**src/rtl/if_pkg.sv**
```systemverilog
// Shared constants and the fetch-buffer entry type for the instruction fetch stage.
package if_pkg;

  localparam logic [63:0] PC_STEP          = 64'd4;
  localparam logic [63:0] DEFAULT_RESET_PC = 64'd0;

  typedef struct packed {
    logic [63:0] pc;
    logic [31:0] instr;
  } fetch_entry_t;

endpackage

```
**src/rtl/fetch_fifo.sv**
```systemverilog
// Two-entry synchronous FIFO of fetch entries with flush; synchronous active-high reset.
module fetch_fifo
  import if_pkg::*;
#(
  parameter int unsigned Depth = 2
) (
  input  logic         clk_i,
  input  logic         rst_i,
  input  logic         push_i,
  input  logic         pop_i,
  input  logic         flush_i,
  input  fetch_entry_t wdata_i,
  output logic         full_o,
  output logic         empty_o,
  output fetch_entry_t head_o
);

  fetch_entry_t mem_q [2];
  logic         wr_ptr_q, wr_ptr_d;
  logic         rd_ptr_q, rd_ptr_d;
  logic [1:0]   count_q, count_d;
  logic         do_push, do_pop;

  assign full_o  = (count_q == 2'(Depth));
  assign empty_o = (count_q == 2'd0);
  assign head_o  = mem_q[rd_ptr_q];

  // Guard the handshake locally so a misbehaving caller cannot corrupt the count.
  assign do_pop  = pop_i & ~empty_o;
  assign do_push = push_i & (~full_o | do_pop);

  always_comb begin
    wr_ptr_d = wr_ptr_q;
    rd_ptr_d = rd_ptr_q;
    count_d  = count_q;
    if (flush_i) begin
      wr_ptr_d = 1'b0;
      rd_ptr_d = 1'b0;
      count_d  = 2'd0;
    end else begin
      if (do_push) wr_ptr_d = ~wr_ptr_q;
      if (do_pop)  rd_ptr_d = ~rd_ptr_q;
      unique case ({do_push, do_pop})
        2'b10:   count_d = count_q + 2'd1;
        2'b01:   count_d = count_q - 2'd1;
        default: count_d = count_q;
      endcase
    end
  end

  always_ff @(posedge clk_i) begin
    if (rst_i) begin
      wr_ptr_q <= 1'b0;
      rd_ptr_q <= 1'b0;
      count_q  <= 2'd0;
      mem_q[0] <= '0;
      mem_q[1] <= '0;
    end else begin
      wr_ptr_q <= wr_ptr_d;
      rd_ptr_q <= rd_ptr_d;
      count_q  <= count_d;
      if (do_push && !flush_i) mem_q[wr_ptr_q] <= wdata_i;
    end
  end

endmodule

```
**src/rtl/instruction_fetch.sv**
```systemverilog
// PC register plus 2-entry fetch buffer with valid/ready output and redirect flush.
// Define IF_ALIGN_CHECK_EN to trap misaligned redirects (sticky fetch_fault, halts fetch).
module instruction_fetch
  import if_pkg::*;
#(
  parameter logic [63:0] RESET_PC  = DEFAULT_RESET_PC,
  parameter int unsigned BUF_DEPTH = 2
) (
  input  logic        clk,
  input  logic        reset,
  output logic [63:0] Inst_Address,
  input  logic [31:0] Instruction,
  input  logic        redirect_valid,
  input  logic [63:0] redirect_target,
  output logic        out_valid,
  input  logic        out_ready,
  output logic [31:0] out_instruction,
  output logic [63:0] out_pc,
  output logic        fetch_fault
);

  logic [63:0]  pc_q, pc_d;
  fetch_entry_t last_q, last_d;
  fetch_entry_t head, shown, wr_entry;
  logic         buf_full, buf_empty;
  logic         pop, push, flush, load_pc, halted;
  logic [63:0]  target;

`ifdef IF_ALIGN_CHECK_EN
  logic halted_q, halted_d;
  logic misaligned;

  assign misaligned  = (redirect_target[1:0] != 2'b00);
  assign halted      = halted_q;
  assign fetch_fault = halted_q;
  assign flush       = redirect_valid & ~halted_q;
  assign load_pc     = flush & ~misaligned;
  assign target      = redirect_target;
  assign halted_d    = halted_q | (flush & misaligned);

  always_ff @(posedge clk) begin
    if (reset) halted_q <= 1'b0;
    else       halted_q <= halted_d;
  end
`else
  logic unused_tgt_lsbs;

  assign unused_tgt_lsbs = ^redirect_target[1:0];
  assign halted          = 1'b0;
  assign fetch_fault     = 1'b0;
  assign flush           = redirect_valid;
  assign load_pc         = redirect_valid;
  assign target          = {redirect_target[63:2], 2'b00};
`endif

  assign pop      = out_valid & out_ready;
  assign push     = ~reset & ~redirect_valid & ~halted & (~buf_full | pop);
  assign wr_entry = '{pc: pc_q, instr: Instruction};

  fetch_fifo #(
    .Depth (BUF_DEPTH)
  ) u_fifo (
    .clk_i   (clk),
    .rst_i   (reset),
    .push_i  (push),
    .pop_i   (pop),
    .flush_i (flush),
    .wdata_i (wr_entry),
    .full_o  (buf_full),
    .empty_o (buf_empty),
    .head_o  (head)
  );

  always_comb begin
    pc_d = pc_q;
    if (load_pc)   pc_d = target;
    else if (push) pc_d = pc_q + PC_STEP;
  end

  // Outputs keep showing the last valid head while the buffer is empty.
  assign shown  = buf_empty ? last_q : head;
  assign last_d = shown;

  always_ff @(posedge clk) begin
    if (reset) begin
      pc_q   <= RESET_PC;
      last_q <= '0;
    end else begin
      pc_q   <= pc_d;
      last_q <= last_d;
    end
  end

  assign Inst_Address    = pc_q;
  assign out_valid       = ~buf_empty;
  assign out_pc          = shown.pc;
  assign out_instruction = shown.instr;

endmodule
```
**config.mk**
```make
export PLATFORM = sky130hd
export DESIGN_NAME = instruction_fetch
export DESIGN_NICKNAME = d
export VERILOG_FILES = /design/src/rtl/if_pkg.sv /design/src/rtl/fetch_fifo.sv /design/src/rtl/instruction_fetch.sv
export SDC_FILE = /design/constraint.sdc
export NUM_CORES = 1
export LEC_CHECK = 0
export BUFFER_PORTS_ARGS = -buffer_cell sky130_fd_sc_hd__clkbuf_2
export CAP_MARGIN = 20
export CORE_MARGIN = 1
export CORE_UTILIZATION = 51
export DETAILED_ROUTE_END_ITERATION = 16
export PLACE_DENSITY = 0.76
export SLEW_MARGIN = 25
export SYNTH_ARGS = -nofsm -noshare
export SYNTH_HDL_FRONTEND = slang
export SYNTH_SLANG_ARGS = --single-unit
```
**constraint.sdc**
```tcl
create_clock -name clk -period 3.7 [get_ports clk]
set_input_delay 0.37 -clock clk [delete_from_list [all_inputs] [get_ports clk]]
set_output_delay 0.37 -clock clk [all_outputs]
set_load 0.1 [all_outputs]
```
* After elaboration in Yosys (flattened, before gate mapping)
Memories as Yosys holds them, arrays and structs flattened. A register that Yosys moved wholly into a read port is not among the register bits. Index checks and enable logic that the tools add are counted.
Word-level totals: bits in registers 164, bits in latches 0, bits in writable memories 192, ROM bits 0, input port bits 100, output and inout port bits 162, logic and storage cells 48, memories 1
Cells by class: add/subtract/negate cells 3, multiply operators 0, divide/modulo/power cells 0, magnitude comparators 0, equal/unequal tests 3, shifts and indexed selects 0, muxes and demuxes 14, bitwise operators 13, reduce and logical (&&, ||, !) cells 7
Memories:
- u_fifo.mem_q | depth 2, width 96, rd ports 1, clocked after Yosys merged registers in 1, wr ports 2, line fetch_fifo.sv:18 | fetch_entry_t mem_q [2];
Operator list (number):
- 96-bit 2-to-1 mux | 2
- 64-bit 2-to-1 mux | 2
- 96-bit OR reduction | 1
- 64-bit by 3-bit adder with 64-bit output, second input constant | 1
- 1-bit 2-to-1 mux | 9
- 1-bit NOT | 6
- 1-bit bitwise AND | 5
- 2-bit equality test, second input constant | 2
- 2-bit one-hot mux with 2 select lines | 1
- 2-bit nonzero test | 2
- 2-bit by 1-bit adder with 2-bit output, second input constant | 1
- 2-bit by 1-bit equality test with 1-bit output, second input constant | 1
- 2-bit zero test | 1
- 1-bit OR | 2
- 2-bit OR reduction | 1
- 2-bit by 1-bit subtractor with 2-bit output, second input constant | 1
- 1-bit logical AND | 1
- 1-bit zero test | 1

* Longest topological paths before layout
Gate-level depths: netlist (run 1).
depth after elaboration 12, mapped depth 10

* By module
A second synthesis (run 1) with hierarchy kept.
Second synthesis, totals: cells, all modules 1370, area, all modules 16146.7 um^2
Modules (own cells, without submodules):
- fetch_fifo | instances 1, cells each 540, area each 8494.4 um^2, sequential area each 5865.6 um^2
- instruction_fetch | instances 1, cells each 830, area each 7652.3 um^2, sequential area each 3163.0 um^2

* Worst setup path before layout (run 1)
No wires, ideal clock.
kind input to register, start input reset, end memory u_fifo.mem_q[1][0] (netlist name), enable pin, setup time 0.451 ns, data arrival time 3.519 ns, data required time 3.249 ns, slack -0.270 ns, stages on the path 7, buffers on the path 4, cells stage by stage clkbuf_1 or2_0 buf_2 nor2_1 clkbuf_1 clkbuf_1 a21o_1
RTL lines:
- start: declaration | line instruction_fetch.sv:10 | input logic reset,
- end: declaration | line fetch_fifo.sv:18

* Worst setup path in the final report (run 1)
start register pc_q[2], in the netlist Inst_Address[2], end register pc_q[46], in the netlist Inst_Address[46]
Between the ends: longest elaborated chain between the ends 3
RTL lines:
- start: declaration | line instruction_fetch.sv:22 | logic [63:0] pc_q, pc_d;
- start signal: assignment | line instruction_fetch.sv:89 | pc_q <= pc_d;
- 64-bit by 3-bit adder with 64-bit output | line instruction_fetch.sv:77 | else if (push) pc_d = pc_q + PC_STEP;
- 64-bit 2-to-1 mux | line instruction_fetch.sv:77
- 64-bit 2-to-1 mux | line instruction_fetch.sv:76 | if (load_pc) pc_d = target;
Every way passes these cells. The select of a mux whose other input is x is not followed. A chain may end at the register's enable or synchronous reset.

==> key figures, run 1 <==
Setup path
  – Crit path max-delay cell type: or4b_1
  – Signal arrival time at the worst endpoint: 3.62 ns
  – Crit path kind: register to register
  – Crit Path Max Fanout: 17
  – RR Startpoint: Inst_Address[2]
  – Worst path max stage delay: 0.81 ns
  – Setup crit start kind: register
  – Reg2Reg Depth: 6
  – CP endpoint kind: register
  – Capture point of the worst reg-to-reg path: Inst_Address[46]
  – WP data required: between 4 and 5 ns
  – Top delay family on crit path: simple AND/OR/NAND/NOR gates
  – Worst path bufs/invs: 0
  – Reg2reg setup slack: around 0.50 ns
  – Worst-path cell chain: ha_1, nand3_1, nor3_1, or4b_1, or4_1, a311oi_1

Place
  – Pre-CTS WS: between 0.5 and 0.6 ns
  – Final GP Congestion: 0.830
  – Hpwl dp: 25100 um
  – Port buffer count: ~260
  – Area post-placement: 17000 sq um

Floorplan
  – Die ar.: between 30000 and 40000 sq um
  – Num rows: between 60 and 70
  – Die width: 175 um
  – Initial core utilization: 51.8%
  – Core box area: 29600 sq um
  – I/O pin total: 262
  – Die H: around 180 um

STA
  – Final Cycle Share: between 80% and 90%
  – Least-Margin Pin Slew: 1.08 ns
  – Final setup fails: 0
  – Hold WS: 0.106 ns
  – Max Clock Freq: between 300 and 400 MHz
  – PnR worst setup slack: around 0.5 ns
  – RSZ-0062 raised after global routing: false
  – Slew Viols, Final: 0
  – Endpoints failing hold: 0
  – Fin Setup TNS: 0 ns
  – Layout Skew: 0.0121 ns
  – Shortest period the worst path allows: 3.20 ns
  – Rel. slew slack: 28.0%

Global route
  – First-pass GRT wire length: 61700 um
  – Antenna violations before repair: 3
  – Vias in the first global route: 11140
  – Total congestion overflow: 0
  – GRT Total Usage: 25.6%
  – Pin count of the biggest net entering global routing: 101

Detailed routing
  – DRC violations left: 0
  – Antenna-violating nets left: 0
  – Vias/cell: 5.68
  – Pre-antenna DRT Iters: 5
  – Via count: 11644
  – Wire per inst: approximately 20 um
  – Post-Route WL: 40000 um
  – First DRT Iteration DRCs: roughly 1000

Min path
  – Min-delay worst type: input port to register
  – Hold Crit Start: redirect_target[28]
  – Hold path cells: 3
  – WHS Endpoint: Inst_Address[28]

Status
  – Status: completed

Synth
  – Mean Syn Cell Area: 10.8 sq um
  – Register area share after synthesis: 58.2%
  – FF+latch count, synth: 351
  – Yosys warnings: 0
  – Synthesized cell area: 15300 sq um
  – Synth cell types: between 40 and 50
  – Mapped Cells: about 1400

Clocking
  – CTS sink cnt: 351
  – CTS Buf Count: 38
  – CTS-repair resized insts: 0
  – H-tree Lvls: 2
  – CTS Hold Bufs: 0
  – Clock Latency Late Sink: 0.52 ns
  – Cell at the root of the clock tree: clkbuf_16
  – Worst-path clk slew: 0.06 ns
  – TritonCTS clock tree: built
  – Setup bufs post-CTS: 0
  – CTS max path bufs: 3

Power and ir drop
  – Pleak: 7.06 nW
  – Cell Pwr Density: 525 nW/um^2
  – Max VDD drop: 0.427 mV

Run
  – Max Cap Viol: 0

Cells and area
  – Ratio of cells with drive above 1 in the final layout: 20.8%
  – P&R area growth vs syn: 18.8%
  – NumNets Final: around 1700
  – Antenna diode count: 0
  – Design area: 18200 sq um
  – Final core utilization: 61.5%
## area by class of cell
class	instances	area (sq um)
fill	2417	11400
sequential	351	8920
multi-input combinational	955	5990
timing repair buffer	277	1550
clock buffer	57	1120
tap	390	488
clock inverter	12	111
inverter	7	27.5
## report_power, final
| group | internal (W) | switching, W |
|---|---|---|
| Sequential | 0.00430 | 0.000135 |
| Clock | 0.00223 | 0.00150 |
| Combinational | 0.000265 | 0.00113 |
## layout by cell type, fill, tap and decap left out, types with 4 or more instances in the layout
cell	n
a211oi_1	28
a21oi_1	7
a311oi_1	25
and2_1	97
and3_1	101
and4_1	6
buf_12	8
buf_4	13
clkbuf_1	13
clkbuf_16	41
clkbuf_2	255
clkinv_1	4
clkinv_2	5
dfxtp_1	161
edfxtp_1	188
inv_1	5
mux2i_1	96
nand2_1	131
nand3_1	27
nand4_1	28
nor2_1	69
nor2b_1	96
nor3_1	13
nor4_1	14
o21ai_0	39
o21ai_1	60
o31ai_1	22
or3_1	5
or4_1	26
xnor2_1	23
xor2_1	13
## per-stage QoR
step | std cells | total power, W
after floorplan | 1426 | 0.00558
after global routing | 2049 | 0.00986
after detailed placement | 1980 | 0.00591
final | 2049 | 0.00956
after global placement | 1980 | 0.00588
after CTS | 2049 | 0.00962
## cells in the mapped netlist (all sizes together)
master    n  area, sq um
and3    101          632
a21oi     7         35.0
nor2     72          270
dfxtp   163         3260
nor2b    96          601
a21o      1         7.51
nand3b    1         7.51
or3b      1         8.76
buf      18         83.8
clkinv    1         3.75
a211oi   28          210
ha        2         25.0
a31oi     2         12.5
and4      6         52.6
a221o     1         10.0
and2     97          607
nand4    28          175
nor3b     3         22.5
a311oi   25          219
edfxtp  188         5650
nand2b    1         6.26
xor2     13          114
nand3    29          155
o21ai    99          495
nand2   131          492
or4b      2         20.0
o41ai     2         17.5
inv       6         22.5
conb      1         3.75
o31ai    22          165
nor4     14         87.6
nor3     13         65.1
or4      27          206
or3       5         31.3
xnor2    23          201
mux2i    96          961
or2       4         25.0
clkbuf   95          357
## registers in the layout, summed over array words and instances, names as in the netlist, named ones only
| register | cells |
|---|---|
| Inst_Address | 62 |
| last_q | 96 |
| u_fifo.count_q | 2 |
| u_fifo.mem_q | 188 |
| u_fifo.rd_ptr_q | 1 |
| u_fifo.wr_ptr_q | 1 |
## worst max-delay path by stage
| stage | depth (start not counted) | slack, ns | to | from |
|---|---|---|---|---|
| 3_5_place_dp | 6 | 0.55 | Inst_Address[46] | Inst_Address[2] |
| 4_1_cts | 6 | 0.51 | Inst_Address[46] | Inst_Address[2] |
| 6_report | 6 | 0.50 | Inst_Address[46] | Inst_Address[2] |
| 5_1_grt | 6 | 0.33 | Inst_Address[62] | Inst_Address[2] |
| 2_1_floorplan | 4 | 0.16 | out_instruction[10] | register |
| 3_3_place_gp | 6 | 0.67 | Inst_Address[54] | Inst_Address[2] |
## per-layer routing
metal  GRT usage [%]  wire length [um]  share of wire [%]
met5               0                26              0.065
met4            9.57              1220                3.0
met3            5.32              3320                8.3
met2            41.5             18600                 46
met1            34.0             16900                 42
## worst min-delay path: cells and delay by family
kind	cells	cell delay, ns
buffers and inverters	1	0.08
and+or+nand+nor	1	0.08
AOI/OAI and AO/OA	1	0.05
## cell families after synthesis
kind of cell | synth area share (%)
xor+xnor | 2.06
other cells | 0.0245
buf+inv | 3.05
mux | 6.27
fa+ha+maj | 0.163
compound gates | 7.65
simple gates | 22.6
flops | 58.2
No activity file was read; power rests on OpenSTA's default activity.
==> run 2, diff against run 1 <==
Settings changed: CORE_ASPECT_RATIO set to 0.75.
==> run 2 against run 1 <==
- critical endpoint unchanged
- via count increased by 0.35%
- cell count hardly changed
- combinational power barely moved
- sequential cell count did not move
- register-to-register slack improved by 0.04 ns
- design area down 0.11%
==> key figures, run 2 (synthesis gave the netlist of run 1 again) <==
Clocking
  – CTS Hold Bufs: 0 (unchanged)
  – CTS Buf Count: 36 (-5.3%)
  – CTS sink cnt: 351 (unchanged)
  – CTS-repair resized insts: 0 (unchanged)
  – CTS max path bufs: 3 (unchanged)
  – Worst-path clk slew: 0.06 ns (about the same)
  – H-tree Lvls: 2 (unchanged)
  – Cell at the root of the clock tree: clkbuf_16
  – Setup bufs post-CTS: 0 (unchanged)
  – Clock Latency Late Sink: 0.53 ns (about the same)
  – TritonCTS clock tree: built

Detailed routing
  – DRC violations left: 0 (unchanged)
  – Top sig layer: met4
  – Post-Route WL: 40300 um (+0.73%)
  – Wire per inst: 19.7 um (+0.63%)
  – Met2 wire len: 18000 um (-3.1%)
  – Antenna-violating nets left: 0 (unchanged)
  – M1 wire length: 17900 um (+5.7%)
  – Via count: 11685 (+0.35%)
  – First DRT Iteration DRCs: 1059 (+1.0%)
  – Routed length on met3: 3470 um (+4.6%)
  – Vias/cell: 5.70 (+0.25%)
  – Pre-antenna DRT Iters: 4 (-1)

STA
  – Layout Skew: 0.0222 ns (+0.0101 ns)
  – Fin Setup TNS: 0 ns (unchanged)
  – PnR worst setup slack: 0.544 ns (+0.0393 ns)
  – Endpoints failing hold: 0 (unchanged)
  – Rel. slew slack: 29.9% (+1.9 points)
  – Least-Margin Pin Slew: 1.04 ns (-0.0387 ns)
  – RSZ-0062 raised after global routing: false
  – Slew Viols, Final: 0 (unchanged)
  – Max Clock Freq: 317 MHz (+1.2%)
  – Final Cycle Share: 85.3% (-1.1 points)
  – Final setup fails: 0 (unchanged)
  – Shortest period the worst path allows: 3.16 ns (-0.0393 ns)

Floorplan
  – Initial core utilization: 52.2% (+0.42 points)
  – Core box area: 29300 sq um (-0.80%)
  – Die ar.: 30700 sq um (about the same)
  – Die H: 152 um (-13%)
  – Die width: 202 um (+15%)
  – I/O pin total: 262 (unchanged)
  – Num rows: 54 (-14%)

Power and ir drop
  – Pleak: 7.06 nW (about the same)
  – Sw Share: 29.4% (+0.49 points)
  – Cell Pwr Density: 520 nW/um^2 (-0.95%)
  – Max VDD drop: 0.372 mV (-13%)
  – Gate power share: 14.7% (about the same)
  – P_int: 0.00668 W (-1.7%)
  – P_sw: 0.00278 W (+0.61%)
  – Reg power frac: 47.0% (+0.5 points)
  – Clock power share: 38.3% (-0.7 points)

Cells and area
  – Most common cell after layout, fill and taps aside: clkbuf_2
  – P&R area growth vs syn: 18.6%
  – NumNets Final: 1735 (+0.17%)
  – Max FFs per register: 188 (unchanged)
  – Most frequent cells in the layout: clkbuf_2 (255), edfxtp_1 (188), dfxtp_1 (161)
  – Final core utilization: 62.0% (+0.43 points)
  – Most flops, register: u_fifo.mem_q
  – Ratio of cells with drive above 1 in the final layout: 21.1% (+0.31 points)

Global route
  – Vias in the first global route: 11118 (-0.20%)
  – Pin count of the biggest net entering global routing: 162 (+60%)
  – GRT Total Usage: 26.1% (+0.41 points)
  – Antenna violations before repair: 1 (-2)
  – First-pass GRT wire length: 62600 um (+1.5%)
  – Total congestion overflow: 0 (unchanged)

Min path
  – Min-delay worst type: input port to register
  – Hold path cells: 3 (unchanged)

Setup path
  – WP data required: 4.13 ns (about the same)
  – Reg2reg setup slack: 0.54 ns (+0.04 ns)
  – Critical path endpoint: Inst_Address[46]
  – Crit Path Max Fanout: 17 (unchanged)
  – CP endpoint kind: register
  – Crit path kind: register to register
  – Signal arrival time at the worst endpoint: 3.59 ns (-0.03 ns)
  – RR Startpoint: Inst_Address[2]
  – Crit path from: Inst_Address[2]
  – Setup crit start kind: register
  – Capture point of the worst reg-to-reg path: Inst_Address[46]
  – Reg2Reg Depth: 6 (unchanged)

Place
  – Hpwl dp: 25600 um (+2.0%)
  – Port buffer count: 256 (unchanged)
  – Pre-CTS WS: 0.587 ns (+0.0381 ns)
  – Final GP Congestion: 0.813 (-2.0%)

Status
  – Status: completed

Run
  – Max Cap Viol: 0 (unchanged)
==> run 2: layout make-up <==
cell class	count	area (sq um)
clock inverters	15	155
flip-flops and latches	351	8920
repair buffers	282	1600
well taps	392	490
diodes	1	2.50
multi-input cells	955	5990
fillers	2369	11200
clock buffers	48	997
inverters	7	27.5
==> run 2: power groups by stage <==
stage | logic [W] | registers (W) | clock network, W
6_report | 0.00139 | 0.00444 | 0.00362
5_1_grt | 0.00146 | 0.00446 | 0.00384
4_1_cts | 0.00139 | 0.00444 | 0.00368
3_5_place_dp | 0.00139 | 0.00452 | 0
3_3_place_gp | 0.00138 | 0.00451 | 0
2_1_floorplan | 0.000771 | 0.00481 | 0
==> run 2: critical path, stage by stage, from the launching register on <==
cell and delay (ns):
dfxtp_1 0.45, ha_1 0.21, nand3_1 0.27, nor3_1 0.49, or4b_1 0.79, or4_1 0.60, a311oi_1 0.25
==> run 2: per-stage QoR <==
step,cell area [sq um],hold slack [ns],cells,total power [W]
final,18200,0.0849,2051,0.00946
after global routing,18200,0.0988,2051,0.00976
after CTS,18200,0.0634,2050,0.00951
after detailed placement,17000,0.497,1987,0.00591
after global placement,17000,0.494,1987,0.00589
after floorplan,15300,0.475,1426,0.00558
==> run 2: per-layer routing <==
| metal | track usage (%) | vias to the layer above |
|---|---|---|
| li1 | - | 5536 |
| met2 | 39.5 | 498 |
| met4 | 8.09 | 0 |
| met5 | 0 | - |
| met1 | 37.4 | 5584 |
| met3 | 5.60 | 67 |
==> run 2: how the worst min path moves through the flow <==
stage | from | end | slack [ns]
after floorplan | u_fifo.count_q[1] | u_fifo.count_q[1] | 0.48
after detailed placement | u_fifo.rd_ptr_q | register | 0.50
final | redirect_target[3] | Inst_Address[3] | 0.08
after global routing | redirect_target[2] | Inst_Address[2] | 0.1
after CTS | redirect_target[3] | Inst_Address[3] | 0.06
after global placement | u_fifo.rd_ptr_q | register | 0.49
